## src/rtl/rf_wb_arbiter_pkg.sv

```systemverilog
// Shared constants and types for the register-file write-back slice.
package rf_ctrl_pkg;

    localparam int unsigned DATA_W = 16;
    localparam int unsigned ADDR_W = 3;
    localparam int unsigned NREG   = 2 ** ADDR_W;

    typedef enum logic {
        REQ_ALU = 1'b0,
        REQ_LSU = 1'b1
    } req_e;

endpackage

```

## src/rtl/rf_wb_arbiter_if.sv

```systemverilog
// Bundle of producer handshakes, RF write port, issue claim and hazard query signals.
interface rf_wb_arbiter_if;
    import rf_ctrl_pkg::*;

    logic              alu_valid;
    logic              alu_ready;
    logic [ADDR_W-1:0] alu_wreg;
    logic [DATA_W-1:0] alu_data;
    logic              lsu_valid;
    logic              lsu_ready;
    logic [ADDR_W-1:0] lsu_wreg;
    logic [DATA_W-1:0] lsu_data;
    logic              rf_we;
    logic [ADDR_W-1:0] rf_wreg;
    logic [DATA_W-1:0] rf_wdata;
    logic              iss_valid;
    logic [ADDR_W-1:0] iss_wreg;
    logic              iss_ready;
    logic [ADDR_W-1:0] rd_addr1;
    logic [ADDR_W-1:0] rd_addr2;
    logic              rd_busy1;
    logic              rd_busy2;
    logic              sb_err;

    modport slave (
        input  alu_valid, alu_wreg, alu_data,
        input  lsu_valid, lsu_wreg, lsu_data,
        input  iss_valid, iss_wreg, rd_addr1, rd_addr2,
        output alu_ready, lsu_ready, rf_we, rf_wreg, rf_wdata,
        output iss_ready, rd_busy1, rd_busy2, sb_err
    );

    modport master (
        output alu_valid, alu_wreg, alu_data,
        output lsu_valid, lsu_wreg, lsu_data,
        output iss_valid, iss_wreg, rd_addr1, rd_addr2,
        input  alu_ready, lsu_ready, rf_we, rf_wreg, rf_wdata,
        input  iss_ready, rd_busy1, rd_busy2, sb_err
    );

endinterface

```

## src/rtl/rf_wb_arbiter_scoreboard.sv

```systemverilog
// Pending-write scoreboard: destination claims, commit clears, hazard lookups, sticky error.
module rf_scoreboard
    import rf_ctrl_pkg::*;
(
    input  logic              clk,
    input  logic              rstn,
    input  logic              iss_valid,
    input  logic [ADDR_W-1:0] iss_wreg,
    output logic              iss_ready,
    input  logic              commit,
    input  logic [ADDR_W-1:0] commit_reg,
    input  logic [ADDR_W-1:0] rd_addr1,
    input  logic [ADDR_W-1:0] rd_addr2,
    output logic              rd_busy1,
    output logic              rd_busy2,
    output logic              sb_err
);

    logic [NREG-1:0] pending;
    logic [NREG-1:0] pending_next;

    assign iss_ready = !pending[iss_wreg];
    assign rd_busy1  = pending[rd_addr1];
    assign rd_busy2  = pending[rd_addr2];

    // Clear is applied before set so a same-index set/clear leaves the bit set.
    always_comb begin
        pending_next = pending;
        for (int unsigned i = 0; i < NREG; i++) begin
            if (commit && commit_reg == ADDR_W'(i))
                pending_next[i] = 1'b0;
            if (iss_valid && iss_ready && iss_wreg == ADDR_W'(i))
                pending_next[i] = 1'b1;
        end
    end

    always_ff @(posedge clk) begin
        if (!rstn) begin
            pending <= '0;
            sb_err  <= 1'b0;
        end else begin
            pending <= pending_next;
            if (commit && !pending[commit_reg])
                sb_err <= 1'b1;
        end
    end

endmodule

```

## src/rtl/rf_wb_arbiter.sv

```systemverilog
// Round-robin ALU/LSU write-back arbiter with a registered RF write port and pending scoreboard.
module rf_wb_arbiter
    import rf_ctrl_pkg::*;
(
    input  logic           clk,
    input  logic           rstn,
    rf_wb_arbiter_if.slave bus
);

    req_e              last_grant;
    logic              alu_gnt;
    logic              lsu_gnt;
    logic              we_q;
    logic [ADDR_W-1:0] wreg_q;
    logic [DATA_W-1:0] wdata_q;

    // On contention the requester that did not win last time is served.
    always_comb begin
        alu_gnt = bus.alu_valid && (!bus.lsu_valid || last_grant == REQ_LSU);
        lsu_gnt = bus.lsu_valid && (!bus.alu_valid || last_grant == REQ_ALU);
    end

    assign bus.alu_ready = alu_gnt;
    assign bus.lsu_ready = lsu_gnt;
    assign bus.rf_we     = we_q;
    assign bus.rf_wreg   = wreg_q;
    assign bus.rf_wdata  = wdata_q;

    always_ff @(posedge clk) begin
        if (!rstn) begin
            we_q       <= 1'b0;
            wreg_q     <= '0;
            wdata_q    <= '0;
            last_grant <= REQ_LSU;
        end else begin
            we_q <= alu_gnt || lsu_gnt;
            if (alu_gnt) begin
                wreg_q     <= bus.alu_wreg;
                wdata_q    <= bus.alu_data;
                last_grant <= REQ_ALU;
            end else if (lsu_gnt) begin
                wreg_q     <= bus.lsu_wreg;
                wdata_q    <= bus.lsu_data;
                last_grant <= REQ_LSU;
            end
        end
    end

    rf_scoreboard u_sb (
        .clk        (clk),
        .rstn       (rstn),
        .iss_valid  (bus.iss_valid),
        .iss_wreg   (bus.iss_wreg),
        .iss_ready  (bus.iss_ready),
        .commit     (we_q),
        .commit_reg (wreg_q),
        .rd_addr1   (bus.rd_addr1),
        .rd_addr2   (bus.rd_addr2),
        .rd_busy1   (bus.rd_busy1),
        .rd_busy2   (bus.rd_busy2),
        .sb_err     (bus.sb_err)
    );

endmodule
```

## src/flat_wrapper.sv

```systemverilog
// flat-port wrapper written by rule: the top's interface ports become plain ports
module rf_wb_arbiter_flat import rf_ctrl_pkg::*;
  (clk, rstn, bus_alu_valid, bus_alu_wreg, bus_alu_data, bus_lsu_valid, bus_lsu_wreg, bus_lsu_data, bus_iss_valid, bus_iss_wreg, bus_rd_addr1, bus_rd_addr2, bus_alu_ready, bus_lsu_ready, bus_rf_we, bus_rf_wreg, bus_rf_wdata, bus_iss_ready, bus_rd_busy1, bus_rd_busy2, bus_sb_err);
  rf_wb_arbiter_if bus_i ();
  input  logic clk;
  input  logic rstn;
  input wire logic [$bits(bus_i.alu_valid)-1:0] bus_alu_valid;
  input wire logic [$bits(bus_i.alu_wreg)-1:0] bus_alu_wreg;
  input wire logic [$bits(bus_i.alu_data)-1:0] bus_alu_data;
  input wire logic [$bits(bus_i.lsu_valid)-1:0] bus_lsu_valid;
  input wire logic [$bits(bus_i.lsu_wreg)-1:0] bus_lsu_wreg;
  input wire logic [$bits(bus_i.lsu_data)-1:0] bus_lsu_data;
  input wire logic [$bits(bus_i.iss_valid)-1:0] bus_iss_valid;
  input wire logic [$bits(bus_i.iss_wreg)-1:0] bus_iss_wreg;
  input wire logic [$bits(bus_i.rd_addr1)-1:0] bus_rd_addr1;
  input wire logic [$bits(bus_i.rd_addr2)-1:0] bus_rd_addr2;
  output wire logic [$bits(bus_i.alu_ready)-1:0] bus_alu_ready;
  output wire logic [$bits(bus_i.lsu_ready)-1:0] bus_lsu_ready;
  output wire logic [$bits(bus_i.rf_we)-1:0] bus_rf_we;
  output wire logic [$bits(bus_i.rf_wreg)-1:0] bus_rf_wreg;
  output wire logic [$bits(bus_i.rf_wdata)-1:0] bus_rf_wdata;
  output wire logic [$bits(bus_i.iss_ready)-1:0] bus_iss_ready;
  output wire logic [$bits(bus_i.rd_busy1)-1:0] bus_rd_busy1;
  output wire logic [$bits(bus_i.rd_busy2)-1:0] bus_rd_busy2;
  output wire logic [$bits(bus_i.sb_err)-1:0] bus_sb_err;
  assign bus_i.alu_valid = bus_alu_valid;
  assign bus_i.alu_wreg = bus_alu_wreg;
  assign bus_i.alu_data = bus_alu_data;
  assign bus_i.lsu_valid = bus_lsu_valid;
  assign bus_i.lsu_wreg = bus_lsu_wreg;
  assign bus_i.lsu_data = bus_lsu_data;
  assign bus_i.iss_valid = bus_iss_valid;
  assign bus_i.iss_wreg = bus_iss_wreg;
  assign bus_i.rd_addr1 = bus_rd_addr1;
  assign bus_i.rd_addr2 = bus_rd_addr2;
  assign bus_alu_ready = bus_i.alu_ready;
  assign bus_lsu_ready = bus_i.lsu_ready;
  assign bus_rf_we = bus_i.rf_we;
  assign bus_rf_wreg = bus_i.rf_wreg;
  assign bus_rf_wdata = bus_i.rf_wdata;
  assign bus_iss_ready = bus_i.iss_ready;
  assign bus_rd_busy1 = bus_i.rd_busy1;
  assign bus_rd_busy2 = bus_i.rd_busy2;
  assign bus_sb_err = bus_i.sb_err;
  rf_wb_arbiter u_core (.clk(clk), .rstn(rstn), .bus(bus_i));
endmodule
```

## config.mk

```make
export PLATFORM = sky130hd
export DESIGN_NAME = rf_wb_arbiter_flat
export DESIGN_NICKNAME = d
export VERILOG_FILES = /design/src/rtl/rf_wb_arbiter_pkg.sv /design/src/rtl/rf_wb_arbiter_if.sv /design/src/rtl/rf_wb_arbiter_scoreboard.sv /design/src/rtl/rf_wb_arbiter.sv /design/src/flat_wrapper.sv
export SDC_FILE = /design/constraint.sdc
export NUM_CORES = 1
export LEC_CHECK = 0
export ABC_CLOCK_PERIOD_IN_PS = 3200
export CAP_MARGIN = 0
export CORE_MARGIN = 3
export CORE_UTILIZATION = 35
export DETAILED_ROUTE_END_ITERATION = 6
export GPL_ROUTABILITY_DRIVEN = 0
export PLACE_DENSITY = 0.71
export SYNTH_ARGS = -nofsm -noshare
export SYNTH_HDL_FRONTEND = slang
export SYNTH_SLANG_ARGS = --single-unit
export TNS_END_PERCENT = 100
```

## constraint.sdc

```tcl
create_clock -name clk -period 3.2 [get_ports clk]
set_input_delay 0.64 -clock clk [delete_from_list [all_inputs] [get_ports clk]]
set_output_delay 0.64 -clock clk [all_outputs]
set_load 0.05 [all_outputs]
```

==> results of run 1 <==
==> area by class of cell <==
type,count,area [um2]
fillers,345,1710
clock inverters,2,12.5
repair buffers,79,798
clock buffers,6,82.6
flip-flops and latches,30,601
well taps,50,62.6
inverters,6,22.5
multi-input cells,91,886
==> power by group through the flow <==
stage                     Sequential (mW)  Combinational [mW]  Clock (mW)
after floorplan                     0.506               0.114           0
after global placement              0.435               0.318           0
after detailed placement            0.437               0.325           0
after CTS                           0.429               0.327       0.322
after global routing                0.433               0.342       0.341
final                               0.429               0.325       0.317
==> cells in the mapped netlist, drive strengths merged, types with 2 or more instances <==
library cell,count
buf,10
dfxtp,30
inv,6
mux2,10
mux2i,2
mux4,7
nand2,2
nand2b,2
nand3,2
nand3b,2
o211ai,6
o21a,11
o221a,18
o311ai,2
o31a,7
o31ai,6
o41ai,2
==> kinds of logic (layout without fill, tap and decap cells) <==
logic type / count (synthesis) / in the layout / synth area share
and+or+nand+nor: 13 / 13 / 0.0476
muxes: 19 / 19 / 0.184
buffers and inverters: 17 / 93 / 0.0579
DFF: 30 / 30 / 0.381
AOI/OAI and AO/OA: 59 / 59 / 0.330
==> registers in the layout, summed over array words and instances (netlist names) <==
register,flops
u_core.bus.rf_wdata,16
u_core.bus.rf_we,1
u_core.bus.rf_wreg,3
u_core.last_grant,1
u_core.u_sb.pending,8
u_core.u_sb.sb_err,1
==> stage by stage <==
stage | hold slack (ps) | utilization | total power [mW]
after floorplan | 482 | - | 0.619
after global placement | 482 | 0.568 | 0.753
after detailed placement | 484 | 0.568 | 0.762
after CTS | 499 | 0.591 | 1.08
after global routing | 517 | 0.591 | 1.12
final | 499 | 0.591 | 1.07
==> worst max-delay path, stage by stage <==
cell and delay (ps):
sky130_fd_sc_hd__clkdlybuf4s50_1 630, sky130_fd_sc_hd__mux4_2 540, sky130_fd_sc_hd__mux2i_1 260, sky130_fd_sc_hd__buf_12 180
==> worst paths after layout <==
kind | to | slack [ps] | cells after the start
setup reg to reg | u_core.u_sb.sb_err | 1820 | 3
hold reg to reg | u_core.u_sb.sb_err | 500 | 1
setup / recovery | bus_iss_ready | 310 | 4
hold / removal | u_core.u_sb.sb_err | 500 | 1
==> routing by layer <==
| layer | GRT usage | vias to the layer above | wire length (um) |
|---|---|---|---|
| met4 | 0.0430 | 0 | 26 |
| met1 | 0.213 | 710 | 1990 |
| met2 | 0.317 | 66 | 2370 |
| met5 | 0 | - | 0 |
| met3 | 0.0895 | 3 | 461 |
| li1 | - | 717 | - |
==> results.sh, run 1 <==
export IMPL_power_share_switching=0.317
export IMPL_final_setup_tns_ps=0
export IMPL_dpl_cell_area_um2=2370
export IMPL_synth_enable_flop_cells=0
export IMPL_insertedDiodeCount=0
export IMPL_clock_tree_root_cell="sky130_fd_sc_hd__clkbuf_8"
export IMPL_layout_nets=265
export IMPL_dp_hpwl_um=3630
export IMPL_cts_htree_levels=2
export IMPL_share_seq_of_total_power=0.401
export IMPL_antenna_violations_before_repair=0
export IMPL_worst_ir_drop_vdd_mv=0.226
export IMPL_crit_required_ps=2560
export IMPL_critical_path_max_fanout=7
export IMPL_tritoncts_num_sinks=30
export IMPL_start_kind="primary input"
export IMPL_coreArea_um2=4170
export IMPL_power_density_nw_per_um2=434
export IMPL_post_cts_buffers=0
export IMPL_route_detailed_drc=0
export IMPL_most_frequent_cells_in_the_layout="72 x sky130_fd_sc_hd__clkdlybuf4s50_1, 30 x sky130_fd_sc_hd__dfxtp_1, 18 x sky130_fd_sc_hd__o221a_2"
export IMPL_placement_rows=23
export IMPL_synth_seq_cells=30
export IMPL_synth_area_leaders="sky130_fd_sc_hd__dfxtp_1 38%, sky130_fd_sc_hd__o221a_2 13%, sky130_fd_sc_hd__mux4_2 10%, sky130_fd_sc_hd__mux2_2 7.1%, sky130_fd_sc_hd__o21a_1 5.2%"
export IMPL_ctsLongestPathBuffers=2
export IMPL_floorplan_die_width_um=73.1
export IMPL_grt_pass1_vias=1574
export IMPL_finish_instance_area_um2=2460
export IMPL_synth_ff_type="sky130_fd_sc_hd__dfxtp_1"
export IMPL_syn_area_um2=1580
export IMPL_skew_ps=6.93
export IMPL_global_route_overflow_total=0
export IMPL_detailedRoute_firstPassIterationCount=4
export IMPL_start_util=0.378
export IMPL_route_final_wire_length_um=4850
export IMPL_hold_class="reg2reg"
export IMPL_synth_distinct_cells=33
export IMPL_hold_path_startpoint="u_core.u_sb.sb_err"
export IMPL_syn_num_nets=190
export IMPL_reg2reg_from="u_core.bus.rf_wreg[1]"
export IMPL_worstSetupEndpointType="output pin"
export IMPL_cts_tree="yes"
export IMPL_setup_slack_ps=314
export IMPL_period_share=0.902
export IMPL_hold_buffers=0
export IMPL_finalSetupViolCount=0
export IMPL_placedCellCount=256
export IMPL_setup_slack_at_placement_ps=313
export IMPL_worst_setup_path_startpoint="bus_iss_wreg[1]"
export IMPL_final_hold_violation_count=0
export IMPL_ys_warn_count=0
export IMPL_numCtsBuffers=5
export IMPL_worst_skew_pair_late_latency_ps=280
export IMPL_port_buf_inserts=77
export IMPL_comb_power_share=0.303
export IMPL_layout_commonest_cell="sky130_fd_sc_hd__clkdlybuf4s50_1"
export IMPL_max_cap_violations=0
export IMPL_asyncSetResetFlopFracSynth=0
export IMPL_grt_total_usage=0.188
export IMPL_critical_path_class="in2out"
export IMPL_syn_area_per_cell_um2=11.4
export IMPL_maximum_number_of_pins_on_one_net_before_global_route_repair=20
export IMPL_timing_fmax_ghz=0.347
export IMPL_vias=1496
export IMPL_synthDominantCellAreaShare=0.381
export IMPL_instance_count_of_the_mapped_netlist=138
export IMPL_fp_dieH_um=73.1
export IMPL_maxSlewViolCount=0
export IMPL_grt_pass1_wl_um=7630
export IMPL_io_pin_count=78
export IMPL_drt_antenna_violating_nets=0
export IMPL_cp_data_arrival_time_ps=2250
export IMPL_power_static_leakage_nw=0.913
export IMPL_post_cts_resized=0
export IMPL_unrepaired_setup_endpoints_after_global_routing="false"
export IMPL_drt_first_iter_violations=83
export IMPL_routed_wire_length_per_instance_um=18.4
export IMPL_post_route_insts_no_fill=264
export IMPL_synth_seq_area_share=0.381
export IMPL_final_layout_size_suffix_gt1_frac=0.243
export IMPL_switching_power_mw=0.340
export IMPL_clk_pin_slew_ps=70
export IMPL_synth_top_area_cell="sky130_fd_sc_hd__dfxtp_1"
export IMPL_dieArea_um2=5350
export IMPL_power_clock_fraction=0.296
export IMPL_outcome="completed"
export IMPL_maxSlewHeadroom=0.574
export IMPL_vias_per_cell=5.67
export IMPL_period_needed_ps=2890
export IMPL_area_overhead_vs_synth_pct=56.2
export IMPL_worst_slew_pin_slew_ps=637
export IMPL_internal_power_mw=0.731
No activity file was read; power rests on OpenSTA's default activity.
==> run 2: changes to the inputs <==
ABC_CLOCK_PERIOD_IN_PS = not set   (was 3200)
CORE_UTILIZATION = 30   (was 35)
PLACE_DENSITY = not set   (was 0.71)
clock period = 2.8 ns   (was 3.2 ns; I/O delays follow)
==> results.sh, run 2 (synthesis results as in run 1) <==
export IMPL_grt_pass1_wl_um=8420
export IMPL_hold_slack_ps=506
export IMPL_placement_rows=25
export IMPL_fp_dieH_um=78.5
export IMPL_cp_data_arrival_time_ps=2060
export IMPL_power_static_leakage_nw=0.928
export IMPL_crit_required_ps=2240
export IMPL_share_seq_of_total_power=0.412
export IMPL_power_clock_fraction=0.272
export IMPL_max_cap_violations=0
export IMPL_layout_nets=269
export IMPL_period_needed_ps=2620
export IMPL_cts_tree="yes"
export IMPL_critical_path_class="in2out"
export IMPL_layout_commonest_cell="sky130_fd_sc_hd__clkdlybuf4s50_1"
export IMPL_period_share=0.935
export IMPL_final_setup_tns_ps=0
export IMPL_setup_slack_ps=182
export IMPL_detailedRoute_firstPassIterationCount=4
export IMPL_critical_path_max_fanout=2
export IMPL_worstSetupEndpointType="output pin"
export IMPL_start_kind="primary input"
export IMPL_setup_slack_at_placement_ps=181
export IMPL_worst_ir_drop_vdd_mv=0.243
export IMPL_dieArea_um2=6170
export IMPL_worst_skew_pair_late_latency_ps=280
export IMPL_start_util=0.321
export IMPL_clk_pin_slew_ps=60
export IMPL_vias=1530
export IMPL_maximum_number_of_pins_on_one_net_before_global_route_repair=20
export IMPL_most_frequent_cells_in_the_layout="72 x sky130_fd_sc_hd__clkdlybuf4s50_1, 30 x sky130_fd_sc_hd__dfxtp_1, 18 x sky130_fd_sc_hd__o221a_2"
export IMPL_final_layout_size_suffix_gt1_frac=0.253
export IMPL_insertedDiodeCount=0
export IMPL_post_cts_buffers=0
export IMPL_ctsLongestPathBuffers=2
export IMPL_global_route_overflow_total=0
export IMPL_hold_class="reg2reg"
export IMPL_dp_hpwl_um=3900
export IMPL_area_overhead_vs_synth_pct=58.4
export IMPL_hold_buffers=0
export IMPL_maxSlewViolCount=0
export IMPL_route_detailed_drc=0
export IMPL_switching_power_mw=0.382
export IMPL_coreArea_um2=4910
export IMPL_vias_per_cell=5.39
export IMPL_timing_fmax_ghz=0.382
export IMPL_clock_tree_root_cell="sky130_fd_sc_hd__clkbuf_8"
export IMPL_largest_register_ffs=16
export IMPL_post_cts_resized=0
export IMPL_cts_htree_levels=2
export IMPL_port_buf_inserts=77
export IMPL_grt_total_usage=0.174
export IMPL_final_hold_violation_count=0
export IMPL_drt_first_iter_violations=136
export IMPL_power_share_switching=0.321
export IMPL_drt_antenna_violating_nets=0
export IMPL_unrepaired_setup_endpoints_after_global_routing="false"
export IMPL_internal_power_mw=0.808
export IMPL_tritoncts_num_sinks=30
export IMPL_numCtsBuffers=5
export IMPL_antenna_violations_before_repair=0
export IMPL_skew_ps=9.13
export IMPL_finalSetupViolCount=0
export IMPL_outcome="completed"
export IMPL_finalCoreUtilization=0.509
export IMPL_comb_power_share=0.316
export IMPL_power_density_nw_per_um2=476
export IMPL_routed_wire_length_per_instance_um=17.6
export IMPL_io_pin_count=78
export IMPL_fillcell_total=466
export IMPL_route_final_wire_length_um=5010
export IMPL_worst_slew_pin_slew_ps=563
export IMPL_floorplan_die_width_um=78.5
export IMPL_grt_pass1_vias=1605
export IMPL_maxSlewHeadroom=0.623
[run 2: worst max-delay path: stages]
cell	delay (ps)
sky130_fd_sc_hd__clkdlybuf4s50_1	510
sky130_fd_sc_hd__mux4_2	520
sky130_fd_sc_hd__mux2_2	280
sky130_fd_sc_hd__buf_4	190
[run 2: per-stage QoR]
stage	power, mW	area (um2)	instances
floorplan	0.708	1580	138
global placement	0.869	2420	277
detailed placement	0.876	2420	277
CTS	1.21	2500	284
global route	1.25	2500	284
finish	1.19	2500	284
[run 2: path summary, 6_finish.rpt]
| kind | startpoint | slack (ps) | end | depth (start not counted) |
|---|---|---|---|---|
| max | bus_rd_addr1[0] | 180 | bus_rd_busy1 | 4 |
| min | u_core.u_sb.sb_err | 510 | u_core.u_sb.sb_err | 1 |
| max reg2reg | u_core.bus.rf_wreg[1] | 1420 | u_core.u_sb.sb_err | 3 |
| min reg2reg | u_core.u_sb.sb_err | 510 | u_core.u_sb.sb_err | 1 |
[run 2: routing by layer]
layer | vias to the layer above | GRT usage | part of all wire | wire, um
met5 | - | 0 | 0 | 0
met4 | 0 | 0.0577 | 0.014 | 72
met3 | 6 | 0.0722 | 0.090 | 451
met2 | 61 | 0.285 | 0.49 | 2450
met1 | 736 | 0.204 | 0.41 | 2030
li1 | 727 | - | - | -
[run 2: final cells by class]
class,count,area (um2),share of cell area
Clock buffer,5,68.8,0.0275
Clock inverter,2,10.0,0.00400
Inverter,6,22.5,0.00901
Multi-Input combinational cell,91,886,0.354
Sequential cell,30,601,0.240
Tap cell,67,83.8,0.0335
Timing Repair Buffer,83,828,0.331
[run 2: power groups by stage]
stage	clock network, mW	registers, mW	logic, mW
after CTS	0.337	0.490	0.379
final	0.324	0.490	0.376
after global routing	0.353	0.495	0.398
after global placement	0	0.498	0.371
after detailed placement	0	0.499	0.378
after floorplan	0	0.578	0.130
==> run 3: changes to the inputs <==
CELL_PAD_IN_SITES_DETAIL_PLACEMENT = 1   (was not set)
CELL_PAD_IN_SITES_GLOBAL_PLACEMENT = 1   (was not set)
PLACE_DENSITY_LB_ADDON = 0.1   (was not set)
==> results.sh, run 3 (synthesis results as in run 1) <==
export IMPL_unrepaired_setup_endpoints_after_global_routing="false"
export IMPL_cts_htree_levels=2
export IMPL_outcome="completed"
export IMPL_most_frequent_cells_in_the_layout="72 x sky130_fd_sc_hd__clkdlybuf4s50_1, 30 x sky130_fd_sc_hd__dfxtp_1, 18 x sky130_fd_sc_hd__o221a_2"
export IMPL_port_buf_inserts=77
export IMPL_vias=1528
export IMPL_critical_path_class="in2out"
export IMPL_period_share=0.934
export IMPL_fp_dieH_um=78.5
export IMPL_route_final_wire_length_um=5250
export IMPL_dieArea_um2=6170
export IMPL_dp_hpwl_um=4080
export IMPL_placement_rows=25
export IMPL_route_detailed_drc=0
export IMPL_numCtsBuffers=5
export IMPL_final_layout_size_suffix_gt1_frac=0.257
export IMPL_maxSlewHeadroom=0.652
export IMPL_routed_wire_length_per_instance_um=18.4
export IMPL_critical_path_max_fanout=2
export IMPL_floorplan_die_width_um=78.5
export IMPL_placedCellCount=277
export IMPL_finalSetupViolCount=0
export IMPL_grt_total_usage=0.180
export IMPL_skew_ps=6.88
export IMPL_hold_class="reg2reg"
export IMPL_maxSlewViolCount=0
export IMPL_tritoncts_num_sinks=30
export IMPL_worstSetupEndpointType="output pin"
export IMPL_post_cts_resized=0
export IMPL_antenna_violations_before_repair=0
export IMPL_final_setup_tns_ps=0
export IMPL_worst_ir_drop_vdd_mv=0.309
export IMPL_area_overhead_vs_synth_pct=62.5
export IMPL_cp_data_arrival_time_ps=2060
export IMPL_worst_slew_pin_slew_ps=521
export IMPL_max_cap_violations=0
export IMPL_cts_tree="yes"
export IMPL_detailedRoute_firstPassIterationCount=2
export IMPL_final_hold_violation_count=0
export IMPL_power_static_leakage_nw=0.956
export IMPL_setup_slack_at_placement_ps=179
export IMPL_maximum_number_of_pins_on_one_net_before_global_route_repair=22
export IMPL_setup_slack_ps=185
export IMPL_power_density_nw_per_um2=550
export IMPL_finalCoreUtilization=0.522
export IMPL_start_util=0.321
export IMPL_layout_commonest_cell="sky130_fd_sc_hd__clkdlybuf4s50_1"
export IMPL_clock_tree_root_cell="sky130_fd_sc_hd__clkbuf_8"
export IMPL_io_pin_count=78
export IMPL_drt_antenna_violating_nets=0
export IMPL_global_route_overflow_total=0
export IMPL_start_kind="primary input"
export IMPL_largest_register_ffs=16
export IMPL_layout_nets=269
export IMPL_crit_required_ps=2240
export IMPL_grt_pass1_wl_um=8600
export IMPL_final_total_power_mw=1.41
export IMPL_drt_first_iter_violations=58
export IMPL_post_cts_buffers=0
export IMPL_vias_per_cell=5.36
export IMPL_worst_skew_pair_late_latency_ps=280
export IMPL_timing_fmax_ghz=0.382
export IMPL_hold_buffers=0
export IMPL_grt_pass1_vias=1710
export IMPL_clk_pin_slew_ps=60
export IMPL_post_route_insts_no_fill=285
export IMPL_insertedDiodeCount=0
export IMPL_ctsLongestPathBuffers=2
export IMPL_period_needed_ps=2620
export IMPL_coreArea_um2=4910
## run 3: cell count changes in the layout (fill, tap and decap cells not counted), sizes merged
cell,before,now
bufinv,0,2
clkinv,2,0
clkbuf,5,6
## run 3: final timing paths
path | startpoint | to | slack, ps | depth (start not counted)
max | bus_rd_addr2[0] | bus_rd_busy2 | 180 | 4
min | u_core.u_sb.sb_err | u_core.u_sb.sb_err | 490 | 1
max reg2reg | u_core.bus.rf_wreg[1] | u_core.u_sb.pending[6] | 1370 | 3
min reg2reg | u_core.u_sb.sb_err | u_core.u_sb.sb_err | 490 | 1
## run 3: layer usage
layer | wire length (um) | up-vias | share of wire | global-route usage
li1 | - | 725 | - | -
met1 | 1980 | 742 | 0.38 | 0.187
met2 | 2910 | 52 | 0.55 | 0.346
met3 | 279 | 9 | 0.053 | 0.0436
met4 | 74 | 0 | 0.014 | 0.0629
met5 | 0 | - | 0 | 0
## run 3: critical path, stage by stage
cell	delay, ps
sky130_fd_sc_hd__clkdlybuf4s50_1	510
sky130_fd_sc_hd__mux4_2	500
sky130_fd_sc_hd__mux2_2	290
sky130_fd_sc_hd__buf_4	190
## run 3: metrics by stage
step           area, um2  hold WS, ps
6_report            2560          489
5_1_grt             2560          510
4_1_cts             2560          495
3_5_place_dp        2420          479
3_3_place_gp        2420          471
2_1_floorplan       1580          482
## run 3: where the power goes
| part | total, mW | internal, mW | switching [mW] |
|---|---|---|---|
| Combinational | 0.376 | 0.183 | 0.193 |
| Clock | 0.544 | 0.380 | 0.165 |
| Sequential | 0.489 | 0.459 | 0.0305 |
## run 3: cell type report
class	count	area, um2
Timing Repair Buffer	83	828
Fill cell	565	2350
Multi-Input combinational cell	91	886
Inverter	6	22.5
Clock buffer	6	82.6
Sequential cell	30	601
Tap cell	67	83.8
Clock inverter	2	60.1
